## config.mk

```make
export PLATFORM = sky130hd
export DESIGN_NAME = wb_stage_buf_flat
export DESIGN_NICKNAME = d
export VERILOG_FILES = /design/src/rtl/wb_stage_buf_if.sv /design/src/rtl/wb_stage_buf.sv /design/src/flat_wrapper.sv
export SDC_FILE = /design/constraint.sdc
export NUM_CORES = 1
export LEC_CHECK = 0
export ABC_AREA = 1
export ABC_CLOCK_PERIOD_IN_PS = 4700
export BUFFER_PORTS_ARGS = -buffer_cell sky130_fd_sc_hd__buf_4
export CELL_PAD_IN_SITES_DETAIL_PLACEMENT = 2
export CELL_PAD_IN_SITES_GLOBAL_PLACEMENT = 2
export CORE_AREA = 10 10 211 153
export DETAILED_ROUTE_END_ITERATION = 8
export DIE_AREA = 0 0 221 163
export HOLD_SLACK_MARGIN = 0.15
export PLACE_DENSITY_LB_ADDON = 0.2
export SLEW_MARGIN = 0
export SYNTH_ARGS = -nofsm -noshare
export SYNTH_HDL_FRONTEND = slang
export SYNTH_SLANG_ARGS = --single-unit
```

## constraint.sdc

```tcl
create_clock -name clk -period 4.7 [get_ports clk]
set_input_delay 0.94 -clock clk [delete_from_list [all_inputs] [get_ports clk]]
set_output_delay 0.94 -clock clk [all_outputs]
set_load 0.005 [all_outputs]
```

## src/rtl/wb_stage_buf_if.sv

```systemverilog
// Bundle of the memory-stage entry, register-file write, bypass query and
// debug trace signals around the writeback buffer.
interface wb_stage_buf_if #(
    parameter int DATA_W = 32,
    parameter int DEPTH  = 2
);
    localparam int WE_W  = DATA_W / 8;
    localparam int CNT_W = $clog2(DEPTH) + 1;

    logic              ms_to_ws_valid;
    logic [WE_W-1:0]   ms_gr_we;
    logic [4:0]        ms_dest;
    logic [DATA_W-1:0] ms_result;
    logic [31:0]       ms_pc;
    logic              ws_allowin;

    logic              rf_ready;
    logic [WE_W-1:0]   rf_we;
    logic [4:0]        rf_waddr;
    logic [DATA_W-1:0] rf_wdata;

    logic [4:0]        fwd_raddr;
    logic              fwd_hit;
    logic              fwd_full;
    logic [DATA_W-1:0] fwd_data;

    logic              ws_is_valid;
    logic [CNT_W-1:0]  ws_count;

    logic [31:0]       debug_wb_pc;
    logic [WE_W-1:0]   debug_wb_rf_wen;
    logic [4:0]        debug_wb_rf_wnum;
    logic [DATA_W-1:0] debug_wb_rf_wdata;

    modport slave (
        input  ms_to_ws_valid, ms_gr_we, ms_dest, ms_result, ms_pc,
        input  rf_ready, fwd_raddr,
        output ws_allowin, rf_we, rf_waddr, rf_wdata,
        output fwd_hit, fwd_full, fwd_data, ws_is_valid, ws_count,
        output debug_wb_pc, debug_wb_rf_wen, debug_wb_rf_wnum, debug_wb_rf_wdata
    );

    modport master (
        output ms_to_ws_valid, ms_gr_we, ms_dest, ms_result, ms_pc,
        output rf_ready, fwd_raddr,
        input  ws_allowin, rf_we, rf_waddr, rf_wdata,
        input  fwd_hit, fwd_full, fwd_data, ws_is_valid, ws_count,
        input  debug_wb_pc, debug_wb_rf_wen, debug_wb_rf_wnum, debug_wb_rf_wdata
    );
endinterface

```

## src/rtl/wb_stage_buf.sv

```systemverilog
// Writeback buffer: circular FIFO of results draining into the register file,
// with youngest-match bypass lookup for decode.
module wb_stage_buf #(
    parameter int DATA_W = 32,
    parameter int DEPTH  = 2
) (
    input  logic           clk,
    input  logic           resetn,
    wb_stage_buf_if.slave  bus
);
    localparam int WE_W  = DATA_W / 8;
    localparam int PTR_W = $clog2(DEPTH);
    localparam int CNT_W = PTR_W + 1;

    logic [WE_W-1:0]   r_we     [DEPTH];
    logic [4:0]        r_dest   [DEPTH];
    logic [DATA_W-1:0] r_result [DEPTH];
    logic [31:0]       r_pc     [DEPTH];

    logic [PTR_W-1:0]  r_head;
    logic [PTR_W-1:0]  r_tail;
    logic [CNT_W-1:0]  r_count;

    logic              w_head_valid;
    logic              w_commit;
    logic              w_push;
    logic [WE_W-1:0]   w_head_we;
    logic [WE_W-1:0]   w_rf_we;

    logic              w_fwd_hit;
    logic [WE_W-1:0]   w_fwd_we;
    logic [DATA_W-1:0] w_fwd_data;
    logic [PTR_W-1:0]  w_idx;

    assign w_head_valid   = (r_count != '0);
    assign w_head_we      = r_we[r_head];
    // Strobe-less entries retire without waiting on the register file.
    assign w_commit       = w_head_valid && (bus.rf_ready || (w_head_we == '0));
    assign bus.ws_allowin = (r_count < CNT_W'(DEPTH)) || w_commit;
    assign w_push         = bus.ms_to_ws_valid && bus.ws_allowin;

    always_ff @(posedge clk or negedge resetn) begin
        if (!resetn) begin
            r_head  <= '0;
            r_tail  <= '0;
            r_count <= '0;
        end else begin
            if (w_push)   r_tail <= r_tail + PTR_W'(1);
            if (w_commit) r_head <= r_head + PTR_W'(1);
            case ({w_push, w_commit})
                2'b10:   r_count <= r_count + CNT_W'(1);
                2'b01:   r_count <= r_count - CNT_W'(1);
                default: r_count <= r_count;
            endcase
        end
    end

    always_ff @(posedge clk) begin
        if (w_push) begin
            r_we[r_tail]     <= bus.ms_gr_we;
            r_dest[r_tail]   <= bus.ms_dest;
            r_result[r_tail] <= bus.ms_result;
            r_pc[r_tail]     <= bus.ms_pc;
        end
    end

    // Walk oldest to youngest so the last match left standing is the youngest.
    always_comb begin
        w_fwd_hit  = 1'b0;
        w_fwd_we   = '0;
        w_fwd_data = '0;
        w_idx      = r_head;
        for (int unsigned i = 0; i < DEPTH; i++) begin
            w_idx = r_head + PTR_W'(i);
            if ((CNT_W'(i) < r_count) && (bus.fwd_raddr != 5'd0) &&
                (r_dest[w_idx] == bus.fwd_raddr) && (r_we[w_idx] != '0)) begin
                w_fwd_hit  = 1'b1;
                w_fwd_we   = r_we[w_idx];
                w_fwd_data = r_result[w_idx];
            end
        end
    end

    assign w_rf_we      = w_head_valid ? w_head_we : '0;
    assign bus.rf_we    = w_rf_we;
    assign bus.rf_waddr = w_head_valid ? r_dest[r_head] : 5'd0;
    assign bus.rf_wdata = w_head_valid ? r_result[r_head] : '0;

    assign bus.fwd_hit  = w_fwd_hit;
    assign bus.fwd_full = w_fwd_hit && (&w_fwd_we);
    assign bus.fwd_data = w_fwd_data;

    assign bus.ws_is_valid = w_head_valid;
    assign bus.ws_count    = r_count;

    assign bus.debug_wb_pc       = w_head_valid ? r_pc[r_head] : 32'd0;
    assign bus.debug_wb_rf_wen   = w_commit ? w_rf_we : '0;
    assign bus.debug_wb_rf_wnum  = w_head_valid ? r_dest[r_head] : 5'd0;
    assign bus.debug_wb_rf_wdata = w_head_valid ? r_result[r_head] : '0;
endmodule

```

## src/flat_wrapper.sv

```systemverilog
// flat-port wrapper written by rule: the top's interface ports become plain ports
module wb_stage_buf_flat 
#(
    parameter int DATA_W = 32,
    parameter int DEPTH  = 2
)
  (clk, resetn, bus_ms_to_ws_valid, bus_ms_gr_we, bus_ms_dest, bus_ms_result, bus_ms_pc, bus_rf_ready, bus_fwd_raddr, bus_ws_allowin, bus_rf_we, bus_rf_waddr, bus_rf_wdata, bus_fwd_hit, bus_fwd_full, bus_fwd_data, bus_ws_is_valid, bus_ws_count, bus_debug_wb_pc, bus_debug_wb_rf_wen, bus_debug_wb_rf_wnum, bus_debug_wb_rf_wdata);
  wb_stage_buf_if #(.DATA_W(DATA_W), .DEPTH(DEPTH)) bus_i ();
  input  logic clk;
  input  logic resetn;
  input wire logic [$bits(bus_i.ms_to_ws_valid)-1:0] bus_ms_to_ws_valid;
  input wire logic [$bits(bus_i.ms_gr_we)-1:0] bus_ms_gr_we;
  input wire logic [$bits(bus_i.ms_dest)-1:0] bus_ms_dest;
  input wire logic [$bits(bus_i.ms_result)-1:0] bus_ms_result;
  input wire logic [$bits(bus_i.ms_pc)-1:0] bus_ms_pc;
  input wire logic [$bits(bus_i.rf_ready)-1:0] bus_rf_ready;
  input wire logic [$bits(bus_i.fwd_raddr)-1:0] bus_fwd_raddr;
  output wire logic [$bits(bus_i.ws_allowin)-1:0] bus_ws_allowin;
  output wire logic [$bits(bus_i.rf_we)-1:0] bus_rf_we;
  output wire logic [$bits(bus_i.rf_waddr)-1:0] bus_rf_waddr;
  output wire logic [$bits(bus_i.rf_wdata)-1:0] bus_rf_wdata;
  output wire logic [$bits(bus_i.fwd_hit)-1:0] bus_fwd_hit;
  output wire logic [$bits(bus_i.fwd_full)-1:0] bus_fwd_full;
  output wire logic [$bits(bus_i.fwd_data)-1:0] bus_fwd_data;
  output wire logic [$bits(bus_i.ws_is_valid)-1:0] bus_ws_is_valid;
  output wire logic [$bits(bus_i.ws_count)-1:0] bus_ws_count;
  output wire logic [$bits(bus_i.debug_wb_pc)-1:0] bus_debug_wb_pc;
  output wire logic [$bits(bus_i.debug_wb_rf_wen)-1:0] bus_debug_wb_rf_wen;
  output wire logic [$bits(bus_i.debug_wb_rf_wnum)-1:0] bus_debug_wb_rf_wnum;
  output wire logic [$bits(bus_i.debug_wb_rf_wdata)-1:0] bus_debug_wb_rf_wdata;
  assign bus_i.ms_to_ws_valid = bus_ms_to_ws_valid;
  assign bus_i.ms_gr_we = bus_ms_gr_we;
  assign bus_i.ms_dest = bus_ms_dest;
  assign bus_i.ms_result = bus_ms_result;
  assign bus_i.ms_pc = bus_ms_pc;
  assign bus_i.rf_ready = bus_rf_ready;
  assign bus_i.fwd_raddr = bus_fwd_raddr;
  assign bus_ws_allowin = bus_i.ws_allowin;
  assign bus_rf_we = bus_i.rf_we;
  assign bus_rf_waddr = bus_i.rf_waddr;
  assign bus_rf_wdata = bus_i.rf_wdata;
  assign bus_fwd_hit = bus_i.fwd_hit;
  assign bus_fwd_full = bus_i.fwd_full;
  assign bus_fwd_data = bus_i.fwd_data;
  assign bus_ws_is_valid = bus_i.ws_is_valid;
  assign bus_ws_count = bus_i.ws_count;
  assign bus_debug_wb_pc = bus_i.debug_wb_pc;
  assign bus_debug_wb_rf_wen = bus_i.debug_wb_rf_wen;
  assign bus_debug_wb_rf_wnum = bus_i.debug_wb_rf_wnum;
  assign bus_debug_wb_rf_wdata = bus_i.debug_wb_rf_wdata;
  wb_stage_buf #(.DATA_W(DATA_W), .DEPTH(DEPTH)) u_core (.clk(clk), .resetn(resetn), .bus(bus_i));
endmodule
```

==> impl_metrics.ini <==
[place]
portBuffers = 233
place_hpwl_um = 18110
routabilityCongestion = 0.7044
placedCellCount = 1355

[global_routing]
antenna_found_initial = 1
grt_max_degree = 182
grt_pass1_wl_um = 40160
grt_usage = 0.1431
overflow = 0
grt_pass1_vias = 6918

[logic_synthesis]
synth_nets = 901
synth_cells = 816
yosysWarningCount = 0
synth_cell_types = 30
synth_top_cell_by_area = edfxtp_1
ys.flop_type = edfxtp_1
async_flop_share = 0.02667
yosys.area.top_type_share = 0.5648
yosys_register_bits = 150
synth_area_per_cell_um2 = 9.513
synth_edf_count = 146
yosys-top-cells-area = edfxtp_1 (56%), nand2_1 (8.3%), o21ai_0 (6.3%)
ys_seq_area_frac = 0.5777
syn_area_um2 = 7762

[timing]
hold_ws_ns = 0.3001
drv_slew = 0
hold_violations = 0
worstMarginPinSlew_ns = 0.8690
grt_setup_unrepaired = false
min_period_ns = 4.108
post-route-period-util = 0.8740
skew_ns = 0.006564
finalSetupTns_ns = 0
maxSlewHeadroom = 0.4207
setup_viol = 0
fmax_mhz = 243.4

[layout]
seq_area_um2 = 4488
diodes = 0
layout_commonest_cell = buf_4
stdcell_count = 1387
multi_input_area_um2 = 2396
drive_gt1_frac = 0.3251
final_cell_mix = buf_4 (241), nand2_1 (172), edfxtp_1 (146), nor2_1 (108), o21ai_0 (98)
nets = 1081
syn_to_final_growth_pct = 30.42
fillers = 3177

[routing]
vias_per_cell = 4.451
routed.top_layer = met5
dr_wl_met3_um = 1272
drt-wirelength-per-cell_um = 18.60
wl_met1_um = 11360
firstDrtPassIters = 4
wl_met2_um = 12890
wl_um = 25800
drtIter0Drc = 224
drtAntennaViolNets = 0
post-route-drc-count = 0
vias = 6174

[run]
maxCapViolCount = 0

[cts]
cts-root-buf = clkbuf_16
cts_buffers = 17
htreeDepth = 4
clk_pin_slew_worst_paths_ns = 0.06
cts_resized = 0
clockBufferDepth = 2
cts_setup_buffers = 0
postCtsHoldBufs = 0
insertion_delay_ns = 0.43
cts_tree = done
clock_sinks = 150

[power]
p_total_mw = 6.543
peakVddDrop_uv = 361.4
power.density_nw_per_um2 = 646.3
p_leak_nw = 4.506

[setup_path]
required_ns = 3.76
r2r_slack_ns = 1.34
critPathMaxFanout = 181
crit_path_end_kind = primary output
worst_ep_arrival_time_ns = 3.17
cp-start-kind = register
crit_type = reg2out

[floorplan]
num_rows = 52
start_util = 0.2736
die_h_um = 163
ios = 234
die-area_um2 = 36020
coreArea_um2 = 28370
dieWidth_um = 221

[run_status]
status = complete, no violations

[worst_hold_path]
hp-class = in2async
-- power breakdown --
group,internal (mW),switching (mW),leakage [nW],total (mW)
Clock,0.788,0.573,0.277,1.36
Combinational,1.32,1.93,2.83,3.25
Sequential,1.83,0.102,1.40,1.93
-- kinds of logic (layout without fill, tap and decap cells) --
group / count (synthesis) / count (layout) / synth area share
compound gates: 105 / 105 / 0.06818
xor+xnor: 4 / 4 / 0.005482
fa+ha+maj: 3 / 3 / 0.004836
buf+inv: 172 / 365 / 0.1149
flops: 150 / 150 / 0.5777
simple gates: 382 / 382 / 0.2289
-- metrics by stage --
step	util	setup slack [ns]	instance area (um2)
after floorplan	-	1.017	7765
after global placement	0.3365	1.091	9545
after detailed placement	0.3365	1.036	9545
after CTS	0.3569	0.5445	10120
after global routing	0.3569	0.2900	10120
final	0.3569	0.5922	10120
-- final cells by class --
type,count,share of cell area
Timing Repair Buffer,243,0.1827
Inverter,90,0.03349
Clock inverter,13,0.01434
Clock buffer,19,0.04276
Multi-Input combinational cell,494,0.2367
Tap cell,378,0.04672
Sequential cell,150,0.4433
-- path summary, 6_finish.rpt --
| kind | cells after the start | end | from |
|---|---|---|---|
| setup / recovery | 10 | bus_fwd_data[13] | u_core.r_head |
| hold / removal | 1 | u_core.r_head | resetn |
| setup reg to reg | 11 | u_core.r_result[0][28] | u_core.r_head |
| hold reg to reg | 2 | u_core.r_tail | u_core.r_tail |
| max in group asynchronous | 1 | u_core.r_head | resetn |
| min in group clk | 2 | u_core.r_tail | u_core.r_tail |
-- Yosys cell counts, types with 2 or more instances --
cell type,count
nor2_1,109
nand3_1,49
inv_2,2
nor3_1,2
o21ai_0,98
buf_6,6
inv_1,88
nor2_4,2
nand3_2,30
dfrtp_1,4
nand2_1,172
ha_1,3
buf_12,3
buf_4,38
xnor2_1,2
a21oi_1,6
edfxtp_1,146
nand2_2,12
clkbuf_1,26
buf_2,8
-- layer usage --
| layer | up-vias | GRT usage |
|---|---|---|
| li1 | 2997 | - |
| met3 | 24 | 0.04358 |
| met1 | 3033 | 0.1700 |
| met4 | 2 | 0.03974 |
| met2 | 118 | 0.2465 |
| met5 | - | 0 |
-- state kept, by name, indices dropped and copies added (netlist names) --
register / count
u_core.r_dest: 10
u_core.bus.ws_count: 2
u_core.r_we: 8
u_core.r_result: 64
u_core.r_tail: 1
u_core.r_head: 1
u_core.r_pc: 64
-- critical path, stage by stage (launching register included) --
cell,delay [ns]
dfrtp_4,0.44
buf_12,0.50
nand2_1,0.20
nand3_1,0.15
nand2_1,0.08
nor2_1,0.12
nand2_2,0.13
nor2_8,0.66
nand3_2,0.13
nand2_1,0.11
buf_4,0.11
No activity file was read; power rests on OpenSTA's default activity.
